===== src/rtl/hazard_unit_pkg.sv =====
// Shared constants for the pipeline hazard unit: wait-FSM state codes,
// forwarding-select encodings and the register-match helper.
package hazard_unit_pkg;

  // Wait-FSM state encodings
  localparam logic [1:0] ST_IDLE     = 2'd0;
  localparam logic [1:0] ST_DIV_WAIT = 2'd1;
  localparam logic [1:0] ST_MEM_WAIT = 2'd2;

  // E-stage forwarding selects
  localparam logic [1:0] FWD_RF = 2'b00;
  localparam logic [1:0] FWD_W  = 2'b01;
  localparam logic [1:0] FWD_M  = 2'b10;

  // $0 is hard-wired to zero, so it never creates a dependency
  function automatic logic reg_match(input logic [4:0] src, input logic [4:0] dst);
    return (src != 5'd0) && (src == dst);
  endfunction

endpackage


===== src/rtl/hazard_unit_if.sv =====
// Bundle of datapath/controller signals exchanged with the hazard unit.
// The master side (datapath) drives register numbers and control bits;
// the slave side (hazard unit) returns forwarding selects, stalls and flushes.
interface hazard_unit_if;
  logic [4:0] rsD, rtD, rsE, rtE;
  logic [4:0] writeregE, writeregM, writeregW;
  logic       regwriteE, regwriteM, regwriteW;
  logic       memtoregE, memtoregM;
  logic       branchD;
  logic       divstartE;
  logic       memreqM, memackM;

  logic       forwardaD, forwardbD;
  logic [1:0] forwardaE, forwardbE;
  logic       stallF, stallD, stallE, stallM;
  logic       flushE;
  logic       divbusy;

  modport master (
    output rsD, rtD, rsE, rtE, writeregE, writeregM, writeregW,
           regwriteE, regwriteM, regwriteW, memtoregE, memtoregM,
           branchD, divstartE, memreqM, memackM,
    input  forwardaD, forwardbD, forwardaE, forwardbE,
           stallF, stallD, stallE, stallM, flushE, divbusy
  );

  modport slave (
    input  rsD, rtD, rsE, rtE, writeregE, writeregM, writeregW,
           regwriteE, regwriteM, regwriteW, memtoregE, memtoregM,
           branchD, divstartE, memreqM, memackM,
    output forwardaD, forwardbD, forwardaE, forwardbE,
           stallF, stallD, stallE, stallM, flushE, divbusy
  );
endinterface


===== src/rtl/hazard_wait_fsm.sv =====
// Multi-cycle wait tracker: holds the pipe while a divide runs and while a
// data-memory access waits for its acknowledge. The divide counter keeps
// running during a memory wait because the divider is independent of M.
module hazard_wait_fsm
  import hazard_unit_pkg::*;
#(
  parameter int DIV_CYCLES = 32,
  parameter int CNT_W      = 6
) (
  input  logic clk,
  input  logic rst,
  input  logic divstartE,
  input  logic memreqM,
  input  logic memackM,
  output logic mem_wait,
  output logic div_wait,
  output logic divbusy
);

  localparam logic [CNT_W-1:0] DIV_LOAD = CNT_W'(DIV_CYCLES - 1);

  logic [1:0]       state, state_next;
  logic [CNT_W-1:0] cnt, cnt_next;
  logic             mem_pending;
  logic             issue;

  assign mem_pending = memreqM & ~memackM;
  assign issue       = (state == ST_IDLE) & divstartE;

  // Counter loads on a divide issued from IDLE and otherwise counts down to 0 and holds
  always_comb begin
    cnt_next = cnt;
    if (issue)
      cnt_next = DIV_LOAD;
    else if ((state != ST_IDLE) && (cnt != '0))
      cnt_next = cnt - 1'b1;
  end

  // Next state: an unacknowledged memory request wins from any state; the divide ends when the counter reaches 0
  always_comb begin
    state_next = state;
    if (mem_pending)
      state_next = ST_MEM_WAIT;
    else begin
      case (state)
        ST_IDLE:     if (divstartE) state_next = ST_DIV_WAIT;
        ST_DIV_WAIT: if (cnt_next == '0) state_next = ST_IDLE;
        ST_MEM_WAIT: if (memackM) state_next = (cnt_next != '0) ? ST_DIV_WAIT : ST_IDLE;
        default:     state_next = ST_IDLE;
      endcase
    end
  end

  // State and counter registers with asynchronous active-low reset
  always_ff @(posedge clk or negedge rst) begin
    if (!rst) begin
      state <= ST_IDLE;
      cnt   <= '0;
    end else begin
      state <= state_next;
      cnt   <= cnt_next;
    end
  end

  // The acknowledge cycle itself completes the access, so it does not hold M
  assign mem_wait = ~memackM & (memreqM | (state == ST_MEM_WAIT));
  assign divbusy  = (state == ST_DIV_WAIT) | ((state == ST_MEM_WAIT) & (cnt != '0));
  assign div_wait = divbusy | issue;

endmodule


===== src/rtl/hazard_unit.sv =====
// Pipeline hazard responder for the 5-stage MIPS core: forwarding selects,
// load-use and branch stalls, plus divide/memory wait stalls from the FSM.
module hazard_unit
  import hazard_unit_pkg::*;
#(
  parameter int DIV_CYCLES = 32,
  parameter int CNT_W      = 6
) (
  input  logic         clk,
  input  logic         rst,
  hazard_unit_if.slave hz
);

  logic mem_wait, div_wait, busy;
  logic lw_stall, br_stall;

  hazard_wait_fsm #(
    .DIV_CYCLES(DIV_CYCLES),
    .CNT_W     (CNT_W)
  ) u_wait (
    .clk      (clk),
    .rst      (rst),
    .divstartE(hz.divstartE),
    .memreqM  (hz.memreqM),
    .memackM  (hz.memackM),
    .mem_wait (mem_wait),
    .div_wait (div_wait),
    .divbusy  (busy)
  );

  assign lw_stall = hz.memtoregE &
                    (reg_match(hz.rtE, hz.rsD) | reg_match(hz.rtE, hz.rtD));

  assign br_stall = hz.branchD &
                    ((hz.regwriteE & (reg_match(hz.rsD, hz.writeregE) | reg_match(hz.rtD, hz.writeregE))) |
                     (hz.memtoregM & (reg_match(hz.rsD, hz.writeregM) | reg_match(hz.rtD, hz.writeregM))));

  // Forwarding and stall outputs; everything is forced low while reset is asserted
  always_comb begin
    hz.forwardaE = FWD_RF;
    hz.forwardbE = FWD_RF;
    hz.forwardaD = 1'b0;
    hz.forwardbD = 1'b0;
    hz.stallF    = 1'b0;
    hz.stallD    = 1'b0;
    hz.stallE    = 1'b0;
    hz.stallM    = 1'b0;
    hz.flushE    = 1'b0;
    hz.divbusy   = 1'b0;
    if (rst) begin
      if (hz.regwriteM && reg_match(hz.rsE, hz.writeregM))      hz.forwardaE = FWD_M;
      else if (hz.regwriteW && reg_match(hz.rsE, hz.writeregW)) hz.forwardaE = FWD_W;
      if (hz.regwriteM && reg_match(hz.rtE, hz.writeregM))      hz.forwardbE = FWD_M;
      else if (hz.regwriteW && reg_match(hz.rtE, hz.writeregW)) hz.forwardbE = FWD_W;
      hz.forwardaD = hz.regwriteM & reg_match(hz.rsD, hz.writeregM);
      hz.forwardbD = hz.regwriteM & reg_match(hz.rtD, hz.writeregM);
      hz.divbusy   = busy;
      if (mem_wait) begin
        hz.stallF = 1'b1;
        hz.stallD = 1'b1;
        hz.stallE = 1'b1;
        hz.stallM = 1'b1;
      end else if (div_wait) begin
        hz.stallF = 1'b1;
        hz.stallD = 1'b1;
        hz.stallE = 1'b1;
      end else if (lw_stall || br_stall) begin
        hz.stallF = 1'b1;
        hz.stallD = 1'b1;
        hz.flushE = 1'b1;
      end
    end
  end

endmodule


===== src/flat_wrapper.sv =====
// flat-port wrapper written by rule: the top's interface ports become plain ports
module hazard_unit_flat import hazard_unit_pkg::*;
#(
  parameter int DIV_CYCLES = 32,
  parameter int CNT_W      = 6
)
  (clk, rst, hz_rsD, hz_rtD, hz_rsE, hz_rtE, hz_writeregE, hz_writeregM, hz_writeregW, hz_regwriteE, hz_regwriteM, hz_regwriteW, hz_memtoregE, hz_memtoregM, hz_branchD, hz_divstartE, hz_memreqM, hz_memackM, hz_forwardaD, hz_forwardbD, hz_forwardaE, hz_forwardbE, hz_stallF, hz_stallD, hz_stallE, hz_stallM, hz_flushE, hz_divbusy);
  hazard_unit_if hz_i ();
  input  logic clk;
  input  logic rst;
  input wire logic [$bits(hz_i.rsD)-1:0] hz_rsD;
  input wire logic [$bits(hz_i.rtD)-1:0] hz_rtD;
  input wire logic [$bits(hz_i.rsE)-1:0] hz_rsE;
  input wire logic [$bits(hz_i.rtE)-1:0] hz_rtE;
  input wire logic [$bits(hz_i.writeregE)-1:0] hz_writeregE;
  input wire logic [$bits(hz_i.writeregM)-1:0] hz_writeregM;
  input wire logic [$bits(hz_i.writeregW)-1:0] hz_writeregW;
  input wire logic [$bits(hz_i.regwriteE)-1:0] hz_regwriteE;
  input wire logic [$bits(hz_i.regwriteM)-1:0] hz_regwriteM;
  input wire logic [$bits(hz_i.regwriteW)-1:0] hz_regwriteW;
  input wire logic [$bits(hz_i.memtoregE)-1:0] hz_memtoregE;
  input wire logic [$bits(hz_i.memtoregM)-1:0] hz_memtoregM;
  input wire logic [$bits(hz_i.branchD)-1:0] hz_branchD;
  input wire logic [$bits(hz_i.divstartE)-1:0] hz_divstartE;
  input wire logic [$bits(hz_i.memreqM)-1:0] hz_memreqM;
  input wire logic [$bits(hz_i.memackM)-1:0] hz_memackM;
  output wire logic [$bits(hz_i.forwardaD)-1:0] hz_forwardaD;
  output wire logic [$bits(hz_i.forwardbD)-1:0] hz_forwardbD;
  output wire logic [$bits(hz_i.forwardaE)-1:0] hz_forwardaE;
  output wire logic [$bits(hz_i.forwardbE)-1:0] hz_forwardbE;
  output wire logic [$bits(hz_i.stallF)-1:0] hz_stallF;
  output wire logic [$bits(hz_i.stallD)-1:0] hz_stallD;
  output wire logic [$bits(hz_i.stallE)-1:0] hz_stallE;
  output wire logic [$bits(hz_i.stallM)-1:0] hz_stallM;
  output wire logic [$bits(hz_i.flushE)-1:0] hz_flushE;
  output wire logic [$bits(hz_i.divbusy)-1:0] hz_divbusy;
  assign hz_i.rsD = hz_rsD;
  assign hz_i.rtD = hz_rtD;
  assign hz_i.rsE = hz_rsE;
  assign hz_i.rtE = hz_rtE;
  assign hz_i.writeregE = hz_writeregE;
  assign hz_i.writeregM = hz_writeregM;
  assign hz_i.writeregW = hz_writeregW;
  assign hz_i.regwriteE = hz_regwriteE;
  assign hz_i.regwriteM = hz_regwriteM;
  assign hz_i.regwriteW = hz_regwriteW;
  assign hz_i.memtoregE = hz_memtoregE;
  assign hz_i.memtoregM = hz_memtoregM;
  assign hz_i.branchD = hz_branchD;
  assign hz_i.divstartE = hz_divstartE;
  assign hz_i.memreqM = hz_memreqM;
  assign hz_i.memackM = hz_memackM;
  assign hz_forwardaD = hz_i.forwardaD;
  assign hz_forwardbD = hz_i.forwardbD;
  assign hz_forwardaE = hz_i.forwardaE;
  assign hz_forwardbE = hz_i.forwardbE;
  assign hz_stallF = hz_i.stallF;
  assign hz_stallD = hz_i.stallD;
  assign hz_stallE = hz_i.stallE;
  assign hz_stallM = hz_i.stallM;
  assign hz_flushE = hz_i.flushE;
  assign hz_divbusy = hz_i.divbusy;
  hazard_unit #(.DIV_CYCLES(DIV_CYCLES), .CNT_W(CNT_W)) u_core (.clk(clk), .rst(rst), .hz(hz_i));
endmodule

===== config.mk =====
export PLATFORM = sky130hd
export DESIGN_NAME = hazard_unit_flat
export DESIGN_NICKNAME = d
export VERILOG_FILES = /design/src/rtl/hazard_unit_pkg.sv /design/src/rtl/hazard_unit_if.sv /design/src/rtl/hazard_wait_fsm.sv /design/src/rtl/hazard_unit.sv /design/src/flat_wrapper.sv
export SDC_FILE = /design/constraint.sdc
export NUM_CORES = 1
export LEC_CHECK = 0
export ABC_CLOCK_PERIOD_IN_PS = 1800
export CAP_MARGIN = 5
export CORE_ASPECT_RATIO = 1.1
export CORE_MARGIN = 1.5
export CORE_UTILIZATION = 37
export CTS_BUF_LIST = sky130_fd_sc_hd__clkbuf_4
export DETAILED_ROUTE_END_ITERATION = 10
export DONT_BUFFER_PORTS = 1
export GPL_ROUTABILITY_DRIVEN = 0
export HOLD_SLACK_MARGIN = 0.02
export PLACE_DENSITY = 0.63
export SLEW_MARGIN = 20
export SYNTH_ARGS = -nofsm -noshare
export SYNTH_HDL_FRONTEND = slang
export SYNTH_SLANG_ARGS = --single-unit

===== constraint.sdc =====
create_clock -name clk -period 1.8 [get_ports clk]
set_clock_uncertainty 0.1 [all_clocks]
set_input_delay 0.09 -clock clk [delete_from_list [all_inputs] [get_ports clk]]
set_output_delay 0.09 -clock clk [all_outputs]
set_load 0.02 [all_outputs]

==> implementation parameters <==
Parameter                              Value

CTS
  Clock insertion delay at the later pin of the skew report    260 ps
  Number of sinks on the clock net    8
  Number of clock buffers inserted by TritonCTS    3
  TritonCTS clock tree    yes
  Clk pin slew, worst setup/hold paths    50 ps
  CTS HTree Levels    1
  Maximum number of buffers from clock root to sink    2
  Clock tree root buffer cell    sky130_fd_sc_hd__clkbuf_4

GRT
  Pin count of the biggest net entering global routing    12
  Met2 track demand over resource    0.362
  Overflow after GRT    0
  Met3 track demand over resource    0.0709
  Number of global-route vias before repair    1288
  Antenna violations before repair    0
  Tot GR Track Use    0.199
  GRT Max-Usage Layer    met2
  Wire length of the first global-routing pass    5890 um
  GR Layer Usage met1    0.216

Drt
  Routed wire length    3540 um
  Via density per instance    5.83
  Average detailed-routed wire length per instance    17.0 um
  Post-route DRC violation count    0
  Routed via count    1213
  Remaining antenna violation count after routing    0
  Pre-Repair DR Iteration Count    6
  Number of DRC violations after detailed-routing iteration 0    55

Synth
  Portion of the post-synthesis area used by sequential elements    0.159
  Post-Syn Instances    155
  Number of synthesized flops with an enable pin    0
  Number of distinct library cells after synthesis    46
  Synth Net Count    203
  Number of register bits inferred by synthesis    8
  Largest area contributor in the netlist    sky130_fd_sc_hd__xnor2_1
  Total number of yosys warnings    0
  Netlist Area Pre-Place    0.00126 sq mm
  Leading cell type by number of instances after synthesis    sky130_fd_sc_hd__xnor2_1
  Most frequently used flop master after synthesis    sky130_fd_sc_hd__dfrtp_1
  Share of the synthesized area in the top cell type    0.236
  Synth Area per Inst    8.14 sq um
  Synth cell count leaders    34 x sky130_fd_sc_hd__xnor2_1, 16 x sky130_fd_sc_hd__xor2_1, 11 x sky130_fd_sc_hd__nor2_1, 10 x sky130_fd_sc_hd__nand3_1, 8 x sky130_fd_sc_hd__dfrtp_1
  Top area cells in the synthesized netlist    sky130_fd_sc_hd__xnor2_1 24%, sky130_fd_sc_hd__dfrtp_1 16%, sky130_fd_sc_hd__xor2_1 11%
  Share of synthesized registers carrying an async set or reset    1.00

Pwr
  Leakage power of the design    0.567 nW
  Peak supply drop    0.256 mV
  Power density cells    608 mW/mm^2

Finish
  Diodes inserted    0
  Count of non-filler cells in the finished layout    208
  Number of nets in the final layout    222
  Filler cell count in the final layout    341
  Area taken by flip-flops and latches    200 sq um
  Share of final-layout standard cells stronger than drive strength 1    0.256
  Area occupied by multi-input gates    0.00106 sq mm
  Area growth from synthesis to final layout    22.3%
  Final non-filler cell area    0.00154 sq mm

STA
  Clock period minus worst slack    2270 ps
  Transition time at the pin with the least slew margin    520 ps
  Max-Slew Margin vs Limit    0.650
  Max Fclk    440 MHz
  Final clock period utilization by the worst path    1.26
  Fin worst setup slack    -471 ps
  Final setup vio count    8
  Final number of max-transition violations    0
  Sum Neg Setup Slack    -2460 ps
  Tightest hold margin    67.2 ps
  Setup repair after global routing missed its margin    yes
  Final Hold Violating Endpoints    0

Critical path
  Type of origin of the critical path    flop
  Crit Path Class    flop to output port
  Crit path capture type    output port
  Data required time of the critical path    1610 ps
  CP Max Fanout    2
  Data arrival time of the critical path    2080 ps

Floorplanning
  I/O pin total    58
  Standard-cell row count    22
  Area of the core    0.00330 sq mm
  Die extent in x    58.7 um
  Initial core utilization    0.382
  Die area    0.00377 sq mm
  Die Span Y    64.2 um

Place
  Placed insts    196
  Count of buffers inserted at the top-level ports    0
  Cell area after placement    0.00139 sq mm
  DP Wirelength    2840 um

Outcome
  Failing checks    negative setup slack
  Status    complete, but fails checks

Flow run
  Maxcap violations    0

Hold path
  Worst hold path class    input port to flop
==> final timing paths <==
path,start,to,slack (ps),depth (start not counted)
hold / removal,hz_divstartE,u_core.u_wait.cnt[4]$_DFF_PN0_,70,2
hold reg to reg,u_core.u_wait.cnt[5]$_DFF_PN0_,u_core.u_wait.cnt[5]$_DFF_PN0_,510,2
min in group asynchronous,rst,u_core.u_wait.cnt[5]$_DFF_PN0_,90,1
setup reg to reg,u_core.u_wait.cnt[1]$_DFF_PN0_,u_core.u_wait.state[0]$_DFFE_PN0P_,-260,10
max in group asynchronous,rst,u_core.u_wait.state[0]$_DFFE_PN0P_,1240,1
setup / recovery,u_core.u_wait.cnt[1]$_DFF_PN0_,hz_flushE,-470,7
==> cell usage in the layout (no fill, tap or decap), types with 3 or more instances in the layout <==
master,Yosys,final
sky130_fd_sc_hd__xnor2_1,34,34
sky130_fd_sc_hd__buf_4,1,17
sky130_fd_sc_hd__xor2_1,16,16
sky130_fd_sc_hd__nand3_1,10,10
sky130_fd_sc_hd__nor2_1,11,9
sky130_fd_sc_hd__dfrtp_1,8,8
sky130_fd_sc_hd__nor4_1,7,7
sky130_fd_sc_hd__nand4_1,5,5
sky130_fd_sc_hd__nor3_1,5,5
sky130_fd_sc_hd__buf_6,0,4
sky130_fd_sc_hd__inv_1,4,3
sky130_fd_sc_hd__or4_1,3,3
sky130_fd_sc_hd__clkbuf_4,0,3
sky130_fd_sc_hd__dlygate4sd3_1,0,3
==> registers in the layout, summed over array words and instances (netlist names) <==
name                 count
u_core.u_wait.cnt        6
u_core.u_wait.state      2
==> worst max-delay path, stage by stage, from the launching register on <==
cell	delay (ps)
sky130_fd_sc_hd__dfrtp_1	380
sky130_fd_sc_hd__inv_1	80
sky130_fd_sc_hd__ha_2	170
sky130_fd_sc_hd__or3b_4	390
sky130_fd_sc_hd__nor3_4	150
sky130_fd_sc_hd__o21ai_2	90
sky130_fd_sc_hd__a21o_1	220
sky130_fd_sc_hd__a311oi_4	340
==> power breakdown <==
group | internal [mW] | switching, mW | total, mW | leakage [nW]
sequential | 0.222 | 0.0681 | 0.290 | 0.0891
combinational | 0.290 | 0.216 | 0.506 | 0.464
clock | 0.0765 | 0.0648 | 0.141 | 0.0138
total | 0.589 | 0.349 | 0.938 | 0.567
==> cell families after synthesis <==
kind of cell | Yosys count | share of synthesized area
simple gates | 57 | 0.273
xor+xnor | 50 | 0.347
compound gates | 22 | 0.138
buf+inv | 14 | 0.0476
flops | 8 | 0.159
mux | 2 | 0.0159
fa+ha+maj | 2 | 0.0198
==> stage by stage <==
step	power (mW)	utilization	setup slack, ps
2_1_floorplan	0.578	-	-299
3_3_place_gp	0.681	0.422	-112
3_5_place_dp	0.700	0.422	-183
4_1_cts	0.893	0.447	-454
5_1_grt	1.01	0.467	-553
6_report	0.938	0.467	-471
==> layout make-up <==
| class | count | area share |
|---|---|---|
| clock buffers | 3 | 0.0146 |
| inverters | 4 | 0.00973 |
| multi-input cells | 133 | 0.685 |
| flip-flops and latches | 8 | 0.130 |
| well taps | 36 | 0.0292 |
| repair buffers | 24 | 0.131 |
==> metal layers <==
metal  routed length [um]  up-vias
met5                    0        -
met1                 1340      576
met2                 1950       48
li1                     -      589
met4                    0        0
met3                  252        0
==> repair_timing <==
item | in CTS | in global routing
buffers inserted | 2 | 4
hold endpoints to repair | 10 | 0
setup endpoints to repair | 7 | 9
cloned | 0 | 0
hold buffers | 3 | 0
resized for setup | 5 | 9
pin swaps | 2 | 6
(Power assumes the default switching activity.)
